File: src/rtl/output_sram_arbiter.sv
`default_nettype none
// ============================================================================
// Module   : output_sram_arbiter
// Brief    : Round-robin arbiter granting the output-SRAM write port to one
//            vertex accumulation bank per sos..eos burst.
// Revision : 1.0 - initial release
// ============================================================================
module output_sram_arbiter #(
  parameter int NUM_BANKS = 4,
  parameter int DATA_W    = 16,
  parameter int NODE_ID_W = 8,
  parameter int ROW_BEATS = 4,
  parameter int ADDR_W    = NODE_ID_W + $clog2(ROW_BEATS)
) (
  input  logic                          clk,
  input  logic                          reset,
  input  logic [NUM_BANKS-1:0]          bank_req,
  input  logic [NUM_BANKS-1:0]          bank_gvalid,
  input  logic [NUM_BANKS-1:0]          bank_sos,
  input  logic [NUM_BANKS-1:0]          bank_eos,
  input  logic [NUM_BANKS*DATA_W-1:0]   bank_data,
  input  logic [NUM_BANKS*NODE_ID_W-1:0] bank_node_id,
  output logic [NUM_BANKS-1:0]          bank_grant,
  output logic                          sram_wen,
  output logic [ADDR_W-1:0]             sram_addr,
  output logic [DATA_W-1:0]             sram_wdata,
  output logic                          busy,
  output logic                          overflow_err
);

  localparam int c_bank_w = $clog2(NUM_BANKS);
  localparam int c_row_w  = $clog2(ROW_BEATS);
  localparam int c_cnt_w  = c_row_w + 1;

  localparam logic [1:0] c_st_idle  = 2'd0;
  localparam logic [1:0] c_st_grant = 2'd1;
  localparam logic [1:0] c_st_burst = 2'd2;

  localparam logic [c_bank_w:0]  c_num_banks = (c_bank_w + 1)'(NUM_BANKS);
  localparam logic [c_cnt_w-1:0] c_row_beats = c_cnt_w'(ROW_BEATS);

  logic [1:0]           r_state;
  logic [c_bank_w-1:0]  r_winner;
  logic [c_bank_w-1:0]  r_rr_ptr;
  logic [NODE_ID_W-1:0] r_node_id;
  logic [c_cnt_w-1:0]   r_beat_cnt;

  logic                 w_req_found;
  logic [c_bank_w-1:0]  w_req_pick;
  logic                 w_win_gvalid;
  logic                 w_win_sos;
  logic                 w_win_eos;
  logic [DATA_W-1:0]    w_win_data;
  logic [NODE_ID_W-1:0] w_win_node;

  // (base + off) mod NUM_BANKS; both operands are already below NUM_BANKS
  function automatic logic [c_bank_w-1:0] wrap_add(input logic [c_bank_w-1:0] base,
                                                    input logic [c_bank_w-1:0] off);
    logic [c_bank_w:0] sum;
    sum = {1'b0, base} + {1'b0, off};
    if (sum >= c_num_banks) begin
      sum = sum - c_num_banks;
    end
    return sum[c_bank_w-1:0];
  endfunction

  always_comb begin
    w_req_found = 1'b0;
    w_req_pick  = '0;
    for (int i = 0; i < NUM_BANKS; i++) begin
      if (!w_req_found && bank_req[wrap_add(r_rr_ptr, c_bank_w'(i))]) begin
        w_req_found = 1'b1;
        w_req_pick  = wrap_add(r_rr_ptr, c_bank_w'(i));
      end
    end
  end

  always_comb begin
    w_win_gvalid = bank_gvalid[r_winner];
    w_win_sos    = bank_sos[r_winner];
    w_win_eos    = bank_eos[r_winner];
    w_win_data   = '0;
    w_win_node   = '0;
    for (int i = 0; i < NUM_BANKS; i++) begin
      if (r_winner == c_bank_w'(i)) begin
        w_win_data = bank_data[i*DATA_W +: DATA_W];
        w_win_node = bank_node_id[i*NODE_ID_W +: NODE_ID_W];
      end
    end
  end

  always_comb begin
    bank_grant = '0;
    if (r_state == c_st_grant) begin
      bank_grant[r_winner] = 1'b1;
    end
  end

  assign busy = (r_state != c_st_idle);

  always_ff @(posedge clk or negedge reset) begin
    if (!reset) begin
      r_state      <= c_st_idle;
      r_winner     <= '0;
      r_rr_ptr     <= '0;
      r_node_id    <= '0;
      r_beat_cnt   <= '0;
      sram_wen     <= 1'b0;
      sram_addr    <= '0;
      sram_wdata   <= '0;
      overflow_err <= 1'b0;
    end else begin
      sram_wen <= 1'b0;
      case (r_state)
        c_st_idle: begin
          if (w_req_found) begin
            r_winner <= w_req_pick;
            r_state  <= c_st_grant;
          end
        end
        c_st_grant: begin
          r_rr_ptr <= wrap_add(r_winner, c_bank_w'(1));
          if (w_win_gvalid && w_win_sos) begin
            sram_wen   <= 1'b1;
            sram_addr  <= {w_win_node, {c_row_w{1'b0}}};
            sram_wdata <= w_win_data;
            r_node_id  <= w_win_node;
            r_beat_cnt <= c_cnt_w'(1);
            r_state    <= w_win_eos ? c_st_idle : c_st_burst;
          end else begin
            // Bank did not start its burst in the grant cycle; it must re-request.
            r_state <= c_st_idle;
          end
        end
        c_st_burst: begin
          if (w_win_gvalid) begin
            if (r_beat_cnt == c_row_beats) begin
              overflow_err <= 1'b1;
            end else begin
              sram_wen   <= 1'b1;
              sram_addr  <= {r_node_id, r_beat_cnt[c_row_w-1:0]};
              sram_wdata <= w_win_data;
              r_beat_cnt <= r_beat_cnt + c_cnt_w'(1);
            end
            if (w_win_eos) begin
              r_state <= c_st_idle;
            end
          end
        end
        default: r_state <= c_st_idle;
      endcase
    end
  end

endmodule
`default_nettype wire
File: config.mk
export PLATFORM = sky130hd
export DESIGN_NAME = output_sram_arbiter
export DESIGN_NICKNAME = d
export VERILOG_FILES = /design/src/rtl/output_sram_arbiter.sv
export SDC_FILE = /design/constraint.sdc
export NUM_CORES = 1
export LEC_CHECK = 0
export ABC_AREA = 1
export CORE_ASPECT_RATIO = 0.7
export CORE_MARGIN = 2
export CORE_UTILIZATION = 42
export CTS_CLUSTER_SIZE = 8
export DETAILED_ROUTE_END_ITERATION = 10
export PLACE_DENSITY = 0.81
export SLEW_MARGIN = 20
export SYNTH_ARGS = -nofsm -noshare
export SYNTH_HDL_FRONTEND = slang
export SYNTH_SLANG_ARGS = --single-unit
export TNS_END_PERCENT = 50
File: constraint.sdc
create_clock -name clk -period 2.36 [get_ports clk]
set_clock_uncertainty 0.15 [all_clocks]
set_input_delay 0.472 -clock clk [delete_from_list [all_inputs] [get_ports clk]]
set_output_delay 0.472 -clock clk [all_outputs]
set_load 0.05 [all_outputs]
==> impl_metrics.toml, run 1 <==
[logic_synthesis]
synth_flop_cell = "dfrtp_1"
synthCells = 466
synth-seq-cells = 45
syn_nets = 589
synth-edff-count = 0
syn_area_per_cell_sq_um = 6.84
async_flop_share_pct = 100
yosysSeqAreaShare_pct = 35.3
yosysUniqueCellTypes = 27
ys_warn_count = 0
netlist_area_sq_mm = 0.00319

[route]
postRouteAntennaNets = 0
dr.pass1.iters = 4
post_drt_wl_per_cell_microns = 14.1
via_per_inst = 5.09
drt_iter0_markers = 154
route.detailed.drc = 0
vias = 3606
wl_microns = 9990

[sta]
fin_setup_tns_ns = 0
max_freq_mhz = 440
final_hold_viol_count = 0
timing.hold.ws_ns = 0.0929
setup_violations = 0
slew_violations = 0
post-route-period-util_pct = 96.3
worst_slew_pin_slew_ns = 0.783
relSlewSlack_pct = 47.8
grt_setup_unrepaired = "no"
min_period_ns = 2.27

[clock_network]
clock-root-buffer = "clkbuf_8"
clockBufferDepth = 2
h-tree-depth = 2
numClockSinks = 45
clk-insertion-delay-late_ns = 0.30
cts_buffers = 5
path_clk_slew_ns = 0.10
cts_tree = "done"

[place]
hpwl_microns = 7900
portBuffers = 146
place_congestion = 0.890

[die]
row_count = 26
die_h_microns = 76.9
die_w_microns = 108
ios = 147
die_area_sq_mm = 0.00832
initial_core_util_pct = 43.6
core_area_sq_mm = 0.00732

[setup_path]
cp.required_ns = 1.74
crit_path_end_kind = "output port"
crit_fanout = 25
critPathKind = "reg2out"
critPathLaunchType = "register"
cp.arrival_ns = 1.65

[cells_and_area]
areaGrowthSynthToFinish_pct = 54.4
diodes = 0
fin_nets = 732
drive_gt1_share_pct = 8.85
fillerInstances = 615

[outcome]
status = "finished, final reports clean"

[power_and_ir_drop]
intPower_w = 0.00313
ir_drop_mv = 0.905
total_leakage_power_nw = 2.27
seqPwrFrac_pct = 20.0
p_per_area_mw_per_mm2 = 1380
sw_frac_of_total_pct = 53.8
pwr-share-comb_pct = 72.7
p_clk_share_pct = 7.3
switching_power_w = 0.00364

[flow_run]
cap_violations = 0

[grt]
grt_antenna_before_repair = 0
grt_pass1_wl_microns = 15900
grt_max_degree = 44
gr-total-overflow = 0
grt_pass1_vias = 3346
track_usage_pct = 24.0

[hold_path]
worst_hold_path_type = "in2async"
placed cells by master, fill, tap and decap left out, types with 2 or more instances in the layout:
cell type and count:
nand4_1 2, dfrtp_1 44, a21oi_1 45, buf_12 8
ha_1 9, o21ai_1 8, nand3_1 15, o21ai_2 6
clkbuf_8 5, inv_1 28, o21ai_0 44, clkdlybuf4s50_1 140
inv_2 2, nor2_1 26, nand2_2 8, buf_4 12
mux2i_1 16, nand2_1 177
critical path: stages, from the launching register on:
cell and delay [ns]:
dfrtp_2 0.49, inv_8 0.11, ha_1 0.20, buf_8 0.21, nand2_1 0.07, inv_1 0.11
buf_12 0.14
final timing paths:
check	slack (ns)	from	to	depth (start not counted)
max in group asynchronous	1.31	reset	r_winner[0]	2
max reg2reg	0.25	r_winner[0]	sram_addr[4]	11
min reg2reg	0.34	sram_addr[8]	sram_addr[8]	2
min	0.09	reset	sram_addr[1]	1
max	0.09	r_winner[0]	bank_grant[2]	6
min in group clk	0.34	sram_addr[8]	sram_addr[8]	2
layout make-up:
type	count	area [sq um]	share of cell area [%]
Clock inverter	3	21.3	0.432
Tap cell	98	123	2.49
Inverter	31	124	2.52
Timing Repair Buffer	162	1670	34.0
Sequential cell	45	1130	22.9
Clock buffer	5	68.8	1.40
Multi-Input combinational cell	364	1790	36.3
power by group through the flow:
stage | registers (W) | logic, W | clock network (W)
finish | 0.00136 | 0.00493 | 0.000492
global route | 0.00140 | 0.00540 | 0.000524
CTS | 0.00136 | 0.00491 | 0.000496
detailed placement | 0.00137 | 0.00488 | 0
global placement | 0.00136 | 0.00474 | 0
floorplan | 0.00198 | 0.00278 | 0
stage by stage:
| stage | std cells | instance area [sq um] | setup WS (ns) | util (%) | power (W) |
|---|---|---|---|---|---|
| after floorplan | 466 | 3190 | 0.116 | - | 0.00475 |
| after global placement | 699 | 4820 | 0.219 | 65.8 | 0.00610 |
| after detailed placement | 699 | 4820 | 0.152 | 65.8 | 0.00625 |
| after CTS | 707 | 4910 | 0.0422 | 67.1 | 0.00676 |
| after global routing | 708 | 4920 | 0.0249 | 67.3 | 0.00732 |
| final | 708 | 4920 | 0.0878 | 67.3 | 0.00678 |
cell families after synthesis:
kind of cell,after synthesis,synth area share [%]
adders and majority gates,9,3.53
buffers and inverters,57,8.63
and+or+nand+nor,233,29.9
muxes,16,5.02
AOI/OAI and AO/OA,106,17.6
DFF,45,35.3
synth_stat cells, types with 8 or more instances:
master	number	share of area [%]
o21ai_0	44	6.9
nand2_1	177	21
nor2_1	26	3.1
o21ai_1	8	1.3
nand2_2	8	1.6
a21oi_1	45	7.1
buf_2	16	2.5
ha_1	9	3.5
mux2i_1	16	5.0
inv_1	28	3.3
dfrtp_1	45	35
nand3_1	15	2.4
registers in the layout (all words and copies together), names as in the netlist:
register and count:
overflow_err 1, r_beat_cnt 3, r_node_id 8, r_rr_ptr 2, r_state 2, r_winner 2
sram_addr 10, sram_wdata 16, sram_wen 1
timing repair:
action / in CTS / in global routing
hold buffers: 0 / 0
endpoints found under the setup margin: 3 / 1
resized for setup: 2 / 1
setup buffers: 0 / 1
per-layer routing:
| layer | GRT usage (%) | vias up | wire length, microns |
|---|---|---|---|
| li1 | - | 1787 | - |
| met1 | 31.1 | 1689 | 4340 |
| met2 | 41.3 | 119 | 4850 |
| met3 | 5.44 | 11 | 682 |
| met4 | 4.62 | 0 | 109 |
| met5 | 0 | - | 0 |
(Power assumes the default switching activity.)
==> inputs of run 2 (changes only) <==
- CELL_PAD_IN_SITES_DETAIL_PLACEMENT: not set -> 0
- CELL_PAD_IN_SITES_GLOBAL_PLACEMENT: not set -> 1
- CORE_UTILIZATION: 42 -> 28
- PLACE_DENSITY: 0.81 -> not set
- PLACE_DENSITY_LB_ADDON: not set -> 0.15
==> impl_metrics.toml, run 2 (same netlist as run 1, synthesis figures left out) <==
[outcome]
status = "finished, final reports clean"

[route]
post_drt_wl_per_cell_microns = 13.7
vias = 3410
wl_microns = 10500
drt_iter0_markers = 117
dr.pass1.iters = 4
postRouteAntennaNets = 0
via_per_inst = 4.46
route.detailed.drc = 0

[sta]
final_hold_viol_count = 0
worst_slew_pin_slew_ns = 0.601
fin_setup_tns_ns = 0
setup_violations = 0
setup_ws_ns = 0.136
relSlewSlack_pct = 60.0
post-route-period-util_pct = 94.2
max_freq_mhz = 450
slew_violations = 0
grt_setup_unrepaired = "no"
min_period_ns = 2.22

[cells_and_area]
largest_reg_flops = 16
final_cell_area_sq_mm = 0.00503
diodes = 0
final_cell_mix = "nand2_1, clkdlybuf4s50_1, a21oi_1, dfrtp_1, o21ai_0"
top_regs = "sram_wdata: 16 flops, sram_addr: 10 flops, r_node_id: 8 flops"
layout_commonest_cell = "nand2_1"
layout.cells.non_filler = 765
areaGrowthSynthToFinish_pct = 57.7
drive_gt1_share_pct = 9.31
fin_nets = 734
top_register = "sram_wdata"

[clock_network]
clk-insertion-delay-late_ns = 0.29
h-tree-depth = 2
clock-root-buffer = "clkbuf_16"
cts_tree = "done"
numClockSinks = 45
cts_buffers = 5
hold_buffers = 0
path_clk_slew_ns = 0.07
clockBufferDepth = 2

[setup_path]
crit_path_cell_trace = "inv_1 > ha_1 > nand2_1 > inv_1 > buf_12"
slowest_delay_ns = 0.46
critPathKind = "reg2out"
crit_fanout = 10
cp.required_ns = 1.74
critPathLaunchType = "register"
cpMostUsedCell = "inv_1"
r2r_start = "r_winner[0]"
r2r_slack_ns = 0.31
reg2reg_to = "sram_addr[5]"
slowest_stage = "ha_1"
rr_worst_depth = 11
cp.arrival_ns = 1.60
crit_path_end_kind = "output port"

[grt]
grt_max_degree = 48
grt_pass1_vias = 3332
track_usage_pct = 17.3
gr-total-overflow = 0
grt_pass1_wl_microns = 16900
grt_antenna_before_repair = 0

[die]
die_w_microns = 132
core_area_sq_mm = 0.0111
die_area_sq_mm = 0.0123
row_count = 32
ios = 147
die_h_microns = 93.3
initial_core_util_pct = 28.9

[place]
portBuffers = 146
dpl.cell_count = 757
dpl_cell_area_sq_mm = 0.00488
place_congestion = 0.786
hpwl_microns = 8540
post-place-ws_ns = 0.223

[power_and_ir_drop]
ir_drop_mv = 0.624
design_power_total_w = 0.00694
total_leakage_power_nw = 2.30
p_per_area_mw_per_mm2 = 1380

[flow_run]
cap_violations = 0

[hold_path]
worst_hold_path_type = "in2async"
run 2: critical path, delay by kind of cell, from the launching register on:
kind                     cells  cell delay, ns
adder cells (fa/ha/maj)      1            0.46
flip-flops                   1            0.40
buffers and inverters        3            0.34
AND/OR/NAND/NOR              1            0.11
run 2: per-layer routing:
| layer | routed length [microns] | track usage [%] |
|---|---|---|
| met1 | 5140 | 23.8 |
| met2 | 4730 | 28.2 |
| met3 | 543 | 4.01 |
| met4 | 61 | 2.99 |
| met5 | 0 | 0 |
run 2: what timing repair did:
action                                  4_1_cts  5_1_grt
hold endpoints to repair                      0        0
endpoints found under the setup margin        0        1
gates resized for setup                       0        1
buffers inserted                              0        0
run 2: where the power goes:
group / internal [W] / switching (W)
registers: 0.00112 / 0.000210
clock network: 0.000395 / 0.000321
logic: 0.00179 / 0.00311
total: 0.00330 / 0.00364
run 2: stage by stage:
stage / hold slack (ns) / util (%)
floorplan: 0.0264 / -
global placement: 0.301 / 44.2
detailed placement: 0.305 / 44.2
CTS: 0.153 / 45.5
global route: 0.183 / 45.5
finish: 0.134 / 45.5
run 2: worst max path at each step:
stage / startpoint / to / slack [ns] / depth (start not counted)
4_1_cts: r_winner[0] / bank_grant[3] / 0.05 / 4
3_5_place_dp: bank_gvalid[2] / sram_wdata[15] / 0.22 / 11
2_1_floorplan: r_winner[1] / bank_grant[3] / 0.12 / 6
3_3_place_gp: bank_gvalid[1] / sram_wdata[14] / 0.24 / 11
5_1_grt: r_state[1] / bank_grant[0] / 0.03 / 5
6_report: r_state[1] / bank_grant[0] / 0.14 / 5
run 2: cell type report:
type | instances | area [sq um]
Clock buffer | 5 | 125
Clock inverter | 3 | 21.3
Tap cell | 153 | 191
Fill cell | 1162 | 6020
Multi-Input combinational cell | 364 | 1790
Timing Repair Buffer | 164 | 1650
Sequential cell | 45 | 1130
Inverter | 31 | 124
